$ cat src/rtl/boot_load_pkg.sv
// ============================================================================
// Module   : boot_load_pkg
// Purpose  : Shared state encoding and default geometry for the boot loader
//            sequencer and its pointer sub-blocks.
// Revision : 1.0 - initial release
// ============================================================================
`default_nettype none

package boot_load_pkg;

   // Sequencer state encoding; 6 and 7 are unused and recover to idle
   localparam int STATE_W = 3;

   localparam logic [STATE_W-1:0] ST_IDLE      = 3'd0;
   localparam logic [STATE_W-1:0] ST_LOAD_IRAM = 3'd1;
   localparam logic [STATE_W-1:0] ST_LOAD_DRAM = 3'd2;
   localparam logic [STATE_W-1:0] ST_ARM       = 3'd3;
   localparam logic [STATE_W-1:0] ST_RUN       = 3'd4;
   localparam logic [STATE_W-1:0] ST_DONE      = 3'd5;

   // Default memory geometry; address 0 is left for the processor's own use
   localparam int DEF_ADDR_W    = 9;
   localparam int DEF_DATA_W    = 16;
   localparam int DEF_BASE_ADDR = 1;

endpackage

`default_nettype wire

$ cat src/rtl/boot_load_ctrl_load_ptr.sv
// ============================================================================
// Module   : load_ptr
// Purpose  : Per-section write pointer and word counter. Stops writing once
//            the top address has been written, counts dropped words as
//            overflow, and closes the section on the last word.
// Revision : 1.0 - initial release
// ============================================================================
`default_nettype none

module load_ptr
   import boot_load_pkg::*;
#(
   parameter int ADDR_W    = DEF_ADDR_W,
   parameter int BASE_ADDR = DEF_BASE_ADDR
) (
   input  logic              clk_i,
   input  logic              rst_i,
   input  logic              clear_i,
   input  logic              advance_i,
   input  logic              last_i,
   output logic              wr_en_o,
   output logic [ADDR_W-1:0] ptr_o,
   output logic [ADDR_W-1:0] count_o,
   output logic              overflow_o
);

   localparam logic [ADDR_W-1:0] PTR_MAX  = {ADDR_W{1'b1}};
   localparam logic [ADDR_W-1:0] PTR_BASE = ADDR_W'(BASE_ADDR);

   logic [ADDR_W-1:0] ptr_q;
   logic [ADDR_W-1:0] count_q;
   logic              full_q;     // top address already written
   logic              closed_q;   // last word of the section seen
   logic              ovf_q;
   logic              w_take;

   // A word only counts while the section is still open
   assign w_take     = advance_i & ~closed_q;
   assign wr_en_o    = w_take & ~full_q;
   assign ptr_o      = ptr_q;
   assign count_o    = count_q;
   assign overflow_o = ovf_q;

   // Pointer, counter and overflow tracking for one section
   always_ff @(posedge clk_i) begin
      if (rst_i || clear_i) begin
         ptr_q    <= PTR_BASE;
         count_q  <= '0;
         full_q   <= 1'b0;
         closed_q <= 1'b0;
         ovf_q    <= 1'b0;
      end else if (w_take) begin
         if (full_q) begin
            // Word arrives after the top address: dropped, no write
            ovf_q <= 1'b1;
         end else begin
            // Pointer parks on the top address instead of wrapping to 0
            if (ptr_q == PTR_MAX) begin
               full_q <= 1'b1;
            end else begin
               ptr_q <= ptr_q + 1'b1;
            end
            if (count_q != PTR_MAX) begin
               count_q <= count_q + 1'b1;
            end
         end
         if (last_i) begin
            closed_q <= 1'b1;
         end
      end
   end

endmodule

`default_nettype wire

$ cat src/rtl/boot_load_ctrl.sv
// ============================================================================
// Module   : boot_load_ctrl
// Purpose  : Streams a program image into IRAM then DRAM, starts the
//            processor, and hands both memory ports to it until it halts.
// Revision : 1.0 - initial release
// ============================================================================
`default_nettype none

module boot_load_ctrl
   import boot_load_pkg::*;
#(
   parameter int ADDR_W    = DEF_ADDR_W,
   parameter int DATA_W    = DEF_DATA_W,
   parameter int BASE_ADDR = DEF_BASE_ADDR
) (
   input  logic               clock,
   input  logic               reset,
   input  logic               load_req,
   input  logic               ld_valid,
   output logic               ld_ready,
   input  logic [DATA_W-1:0]  ld_data,
   input  logic               ld_last,
   input  logic               cpu_halt,
   input  logic [ADDR_W-1:0]  cpu_iram_addr,
   input  logic [ADDR_W-1:0]  cpu_dram_addr,
   input  logic               cpu_dram_we,
   input  logic [DATA_W-1:0]  cpu_dram_wdata,
   output logic [ADDR_W-1:0]  iram_addr,
   output logic               iram_we,
   output logic [DATA_W-1:0]  iram_wdata,
   output logic [ADDR_W-1:0]  dram_addr,
   output logic               dram_we,
   output logic [DATA_W-1:0]  dram_wdata,
   output logic               cpu_start,
   output logic [STATE_W-1:0] state_out,
   output logic [ADDR_W-1:0]  iram_count,
   output logic [ADDR_W-1:0]  dram_count,
   output logic               overflow
);

   logic [STATE_W-1:0] state_q;
   logic [STATE_W-1:0] state_d;

   // Registered load write path, one set per memory
   logic               iram_ld_we_q;
   logic [ADDR_W-1:0]  iram_ld_addr_q;
   logic [DATA_W-1:0]  iram_ld_data_q;
   logic               dram_ld_we_q;
   logic [ADDR_W-1:0]  dram_ld_addr_q;
   logic [DATA_W-1:0]  dram_ld_data_q;

   logic               w_accept;
   logic               w_clear;
   logic               w_iram_adv;
   logic               w_dram_adv;
   logic               w_iram_wr;
   logic               w_dram_wr;
   logic [ADDR_W-1:0]  w_iram_ptr;
   logic [ADDR_W-1:0]  w_dram_ptr;
   logic               w_iram_ovf;
   logic               w_dram_ovf;

   assign w_accept   = ld_valid & ld_ready;
   // Starting a new load resets both sections at once
   assign w_clear    = load_req & ((state_q == ST_IDLE) | (state_q == ST_DONE));
   assign w_iram_adv = w_accept & (state_q == ST_LOAD_IRAM);
   assign w_dram_adv = w_accept & (state_q == ST_LOAD_DRAM);

   load_ptr #(
      .ADDR_W    (ADDR_W),
      .BASE_ADDR (BASE_ADDR)
   ) u_iram_ptr (
      .clk_i      (clock),
      .rst_i      (reset),
      .clear_i    (w_clear),
      .advance_i  (w_iram_adv),
      .last_i     (ld_last),
      .wr_en_o    (w_iram_wr),
      .ptr_o      (w_iram_ptr),
      .count_o    (iram_count),
      .overflow_o (w_iram_ovf)
   );

   load_ptr #(
      .ADDR_W    (ADDR_W),
      .BASE_ADDR (BASE_ADDR)
   ) u_dram_ptr (
      .clk_i      (clock),
      .rst_i      (reset),
      .clear_i    (w_clear),
      .advance_i  (w_dram_adv),
      .last_i     (ld_last),
      .wr_en_o    (w_dram_wr),
      .ptr_o      (w_dram_ptr),
      .count_o    (dram_count),
      .overflow_o (w_dram_ovf)
   );

   assign overflow  = w_iram_ovf | w_dram_ovf;
   assign state_out = state_q;

   // State register
   always_ff @(posedge clock) begin
      if (reset) begin
         state_q <= ST_IDLE;
      end else begin
         state_q <= state_d;
      end
   end

   // Next-state logic
   always_comb begin
      state_d = state_q;
      case (state_q)
         ST_IDLE:      if (load_req) state_d = ST_LOAD_IRAM;
         ST_LOAD_IRAM: if (w_accept && ld_last) state_d = ST_LOAD_DRAM;
         ST_LOAD_DRAM: if (w_accept && ld_last) state_d = ST_ARM;
         ST_ARM:       state_d = ST_RUN;     // lets the final DRAM write land
         ST_RUN:       if (cpu_halt) state_d = ST_DONE;
         ST_DONE:      if (load_req) state_d = ST_LOAD_IRAM;
         default:      state_d = ST_IDLE;
      endcase
   end

   // Registered load writes: strobe for one cycle per written word
   always_ff @(posedge clock) begin
      if (reset) begin
         iram_ld_we_q   <= 1'b0;
         iram_ld_addr_q <= '0;
         iram_ld_data_q <= '0;
         dram_ld_we_q   <= 1'b0;
         dram_ld_addr_q <= '0;
         dram_ld_data_q <= '0;
      end else begin
         iram_ld_we_q <= w_iram_wr;
         dram_ld_we_q <= w_dram_wr;
         if (w_iram_wr) begin
            iram_ld_addr_q <= w_iram_ptr;
            iram_ld_data_q <= ld_data;
         end
         if (w_dram_wr) begin
            dram_ld_addr_q <= w_dram_ptr;
            dram_ld_data_q <= ld_data;
         end
      end
   end

   // Outputs: load handshake, processor start and memory port mux
   always_comb begin
      ld_ready   = 1'b0;
      cpu_start  = 1'b0;
      iram_addr  = iram_ld_addr_q;
      iram_we    = iram_ld_we_q;
      iram_wdata = iram_ld_data_q;
      dram_addr  = dram_ld_addr_q;
      dram_we    = dram_ld_we_q;
      dram_wdata = dram_ld_data_q;
      case (state_q)
         ST_LOAD_IRAM, ST_LOAD_DRAM: begin
            ld_ready = 1'b1;
         end
         ST_RUN: begin
            cpu_start  = 1'b1;
            iram_addr  = cpu_iram_addr;
            iram_we    = 1'b0;              // IRAM is read-only to the processor
            dram_addr  = cpu_dram_addr;
            dram_we    = cpu_dram_we;
            dram_wdata = cpu_dram_wdata;
         end
         ST_DONE: begin
            // Readback only: addresses follow the processor, no writes
            iram_addr = cpu_iram_addr;
            iram_we   = 1'b0;
            dram_addr = cpu_dram_addr;
            dram_we   = 1'b0;
         end
         default: begin
         end
      endcase
   end

endmodule

`default_nettype wire

$ cat config.mk
export PLATFORM = sky130hd
export DESIGN_NAME = boot_load_ctrl
export DESIGN_NICKNAME = d
export VERILOG_FILES = /design/src/rtl/boot_load_pkg.sv /design/src/rtl/boot_load_ctrl_load_ptr.sv /design/src/rtl/boot_load_ctrl.sv
export SDC_FILE = /design/constraint.sdc
export NUM_CORES = 1
export LEC_CHECK = 0
export BUFFER_PORTS_ARGS = -buffer_cell sky130_fd_sc_hd__buf_2
export CAP_MARGIN = 5
export CORE_ASPECT_RATIO = 1.4
export CORE_MARGIN = 3
export CORE_UTILIZATION = 45
export CTS_CLUSTER_DIAMETER = 50
export CTS_CLUSTER_SIZE = 12
export DETAILED_ROUTE_END_ITERATION = 10
export GPL_TIMING_DRIVEN = 0
export PLACE_DENSITY_LB_ADDON = 0.1
export SKIP_LAST_GASP = 1
export SYNTH_ARGS = -nofsm -noshare
export SYNTH_HDL_FRONTEND = slang
export SYNTH_HIERARCHICAL = 1
export SYNTH_SLANG_ARGS = --single-unit
export TNS_END_PERCENT = 30
$ cat constraint.sdc
create_clock -name clock -period 3.2 [get_ports clock]
set_input_delay 0.16 -clock clock [delete_from_list [all_inputs] [get_ports clock]]
set_output_delay 0.16 -clock clock [all_outputs]
set_load 0.005 [all_outputs]
==> results.sh <==
export IMPL_critPathKind="flip-flop to flip-flop"
export IMPL_synth_distinct_cells=40
export IMPL_antenna_found_initial=0
export IMPL_drt_pass1_iter_count=4
export IMPL_n_antenna_cell=0
export IMPL_synth_top_cells_by_area="dfxtp_1 44%, mux2i_1 11%, nand2_1 7.1%, nor2_1 5.7%, a21oi_1 4.5%"
export IMPL_async_flop_share_pct=0
export IMPL_vias=3941
export IMPL_synth_top_area_cell="dfxtp_1"
export IMPL_setup_viol=0
export IMPL_dieWidth_um=89.7
export IMPL_cts_hold_fix_buffers=0
export IMPL_fin_nets=703
export IMPL_synth_avg_cell_area_um2=8.92
export IMPL_wire_per_inst_um=13.7
export IMPL_final_util_pct=58.3
export IMPL_clock_latency_ns=0.34
export IMPL_yosysMostFrequentCell="dfxtp_1"
export IMPL_grt_pass1_wl_mm=16.6
export IMPL_clock_skew_ns=0.00654
export IMPL_end_kind="flip-flop"
export IMPL_fmax_mhz=418
export IMPL_drc_errors=0
export IMPL_synth_ff_type="dfxtp_1"
export IMPL_fp_row_count=42
export IMPL_finalHoldViolations=0
export IMPL_grt_pass1_vias=3681
export IMPL_synth_warning_count=6
export IMPL_yosysSeqAreaShare_pct=44.0
export IMPL_timing_slew_headroom_pct=56.0
export IMPL_routed_wl_mm=10.6
export IMPL_portBuffers=132
export IMPL_syn2layout_area_growth_pct=25.7
export IMPL_viasPerCell=5.09
export IMPL_synthCells=495
export IMPL_status="complete, no violations"
export IMPL_post_cts_buffers=0
export IMPL_crit_fanout=10
export IMPL_clk_pin_slew_ns=0.06
export IMPL_core_um2=9510
export IMPL_worst_slew_pin_slew_ns=0.651
export IMPL_cts_tree="built"
export IMPL_hold_path_class="input port to flip-flop"
export IMPL_io_pins=133
export IMPL_cts_max_level=3
export IMPL_final_setup_tns_ns=0
export IMPL_slew_violations=0
export IMPL_antenna_left=0
export IMPL_cp_required_ns=3.41
export IMPL_gr_total_overflow=0
export IMPL_arrival_ns=2.60
export IMPL_dp_hpwl_mm=7.95
export IMPL_ctsLongestPathBuffers=2
export IMPL_routabilityCongestion=0.775
export IMPL_syn_num_nets=560
export IMPL_peakVddDrop_mv=0.271
export IMPL_synth_cell_area_um2=4410
export IMPL_maxCapViolCount=0
export IMPL_cp_start_kind="flip-flop"
export IMPL_initial_core_util_pct=46.4
export IMPL_die_h_um=123
export IMPL_whs_ns=0.0458
export IMPL_ctsResizeCount=0
export IMPL_root_buffer="clkbuf_16"
export IMPL_ys_ff_latch=97
export IMPL_fin_crit_sh_pct=74.7
export IMPL_netlist_area_leader_share_pct=44.0
export IMPL_drt_initial_drc_count=132
export IMPL_grt_max_degree=15
export IMPL_rsz0062_at_grt="false"
export IMPL_synth_edf_count=0
export IMPL_cts_sinks=97
export IMPL_drive_above_1_share_pct=29.2
export IMPL_yosys_top_cells_count="97 x dfxtp_1, 83 x nand2_1, 67 x nor2_1"
export IMPL_min_period_ns=2.39
export IMPL_power_density_nw_per_um2=462
export IMPL_track_usage_pct=19.4
export IMPL_power_leakage_nw=2.38
export IMPL_cts_buffers=9
export IMPL_die_area_um2=11000
[report_power, final]
group / leakage [nW] / internal, W / switching [W] / total (W)
logic: 1.44 / 0.000100 / 0.000115 / 0.000215
clock network: 0.153 / 0.000669 / 0.000435 / 0.00110
registers: 0.783 / 0.00123 / 0.0000177 / 0.00125
[cells in the final DEF, fill, tap and decap left out, drive strengths merged, types with 5 or more instances in the layout]
master    n
dfxtp    97
o21ai    12
or3      12
a21oi    40
nor2     68
nand2    83
inv       5
clkbuf   23
mux2     16
nand3    10
mux2i    50
or4      12
ha        8
buf     150
o31ai    12
nand4     6
[state kept, by name (all words and copies together), names as in the netlist]
| name | count |
|---|---|
| u_dram_ptr/overflow_o | 1 |
| iram_ld_addr_q | 9 |
| iram_ld_we_q | 1 |
| dram_ld_data_q | 16 |
| u_dram_ptr/full_q | 1 |
| u_dram_ptr/ptr_o | 9 |
| u_iram_ptr/ptr_o | 9 |
| u_dram_ptr/count_o | 9 |
| u_dram_ptr/closed_q | 1 |
| u_iram_ptr/overflow_o | 1 |
| iram_wdata | 16 |
| dram_ld_addr_q | 9 |
| state_out | 3 |
| u_iram_ptr/full_q | 1 |
| u_iram_ptr/closed_q | 1 |
| u_iram_ptr/count_o | 9 |
| dram_ld_we_q | 1 |
[logic make-up (layout without fill, tap and decap cells)]
group,Yosys count,after routing,synth area share [%]
flip-flops,97,97,44.0
buffers and inverters,32,180,3.71
XOR/XNOR,5,5,0.992
multiplexers,66,66,16.1
AND/OR/NAND/NOR,218,218,23.9
adder cells (fa/ha/maj),8,8,2.27
AO/OA/AOI/OAI,69,69,9.02
[path summary, 6_finish.rpt]
check / from / end / slack (ns) / cells past startpoint
worst max-delay path: state_out[0] / iram_wdata[13] / 0.81 / 7
worst min-delay path: reset / u_iram_ptr/ptr_o[0] / 0.05 / 3
worst max register to register: state_out[0] / iram_wdata[13] / 0.81 / 7
worst min register to register: u_dram_ptr/overflow_o / u_dram_ptr/overflow_o / 0.47 / 2
[metal layers]
metal	GRT usage, %	vias up	wire [µm]
li1	-	2005	-
met1	22.9	1815	4570
met2	33.2	111	5240
met3	3.33	10	626
met4	9.40	0	153
met5	0	-	0
[cell type report]
class,instances,area (µm²)
inverters,5,18.8
fillers,883,3960
repair buffers,132,661
multi-input cells,366,2310
well taps,132,165
flip-flops and latches,97,1940
clock inverters,2,35.0
plain buffers,27,145
clock buffers,14,274
[critical path: stages (launching register included)]
cell      delay (ns)
dfxtp_1         0.58
nand2b_2        0.13
nor2_1          0.31
nor3b_1         0.29
buf_2           0.29
buf_2           0.36
mux2i_1         0.24
nor2_1          0.05
[through the flow]
step	worst slack, ns	power, W	std cells	instance area (µm²)
floorplan	1.10	0.00139	495	4410
global placement	0.820	0.00148	759	5240
detailed placement	0.833	0.00149	759	5240
CTS	0.796	0.00260	775	5550
global route	0.586	0.00268	775	5550
finish	0.810	0.00256	775	5550
Power figures use the tool's default switching activity.
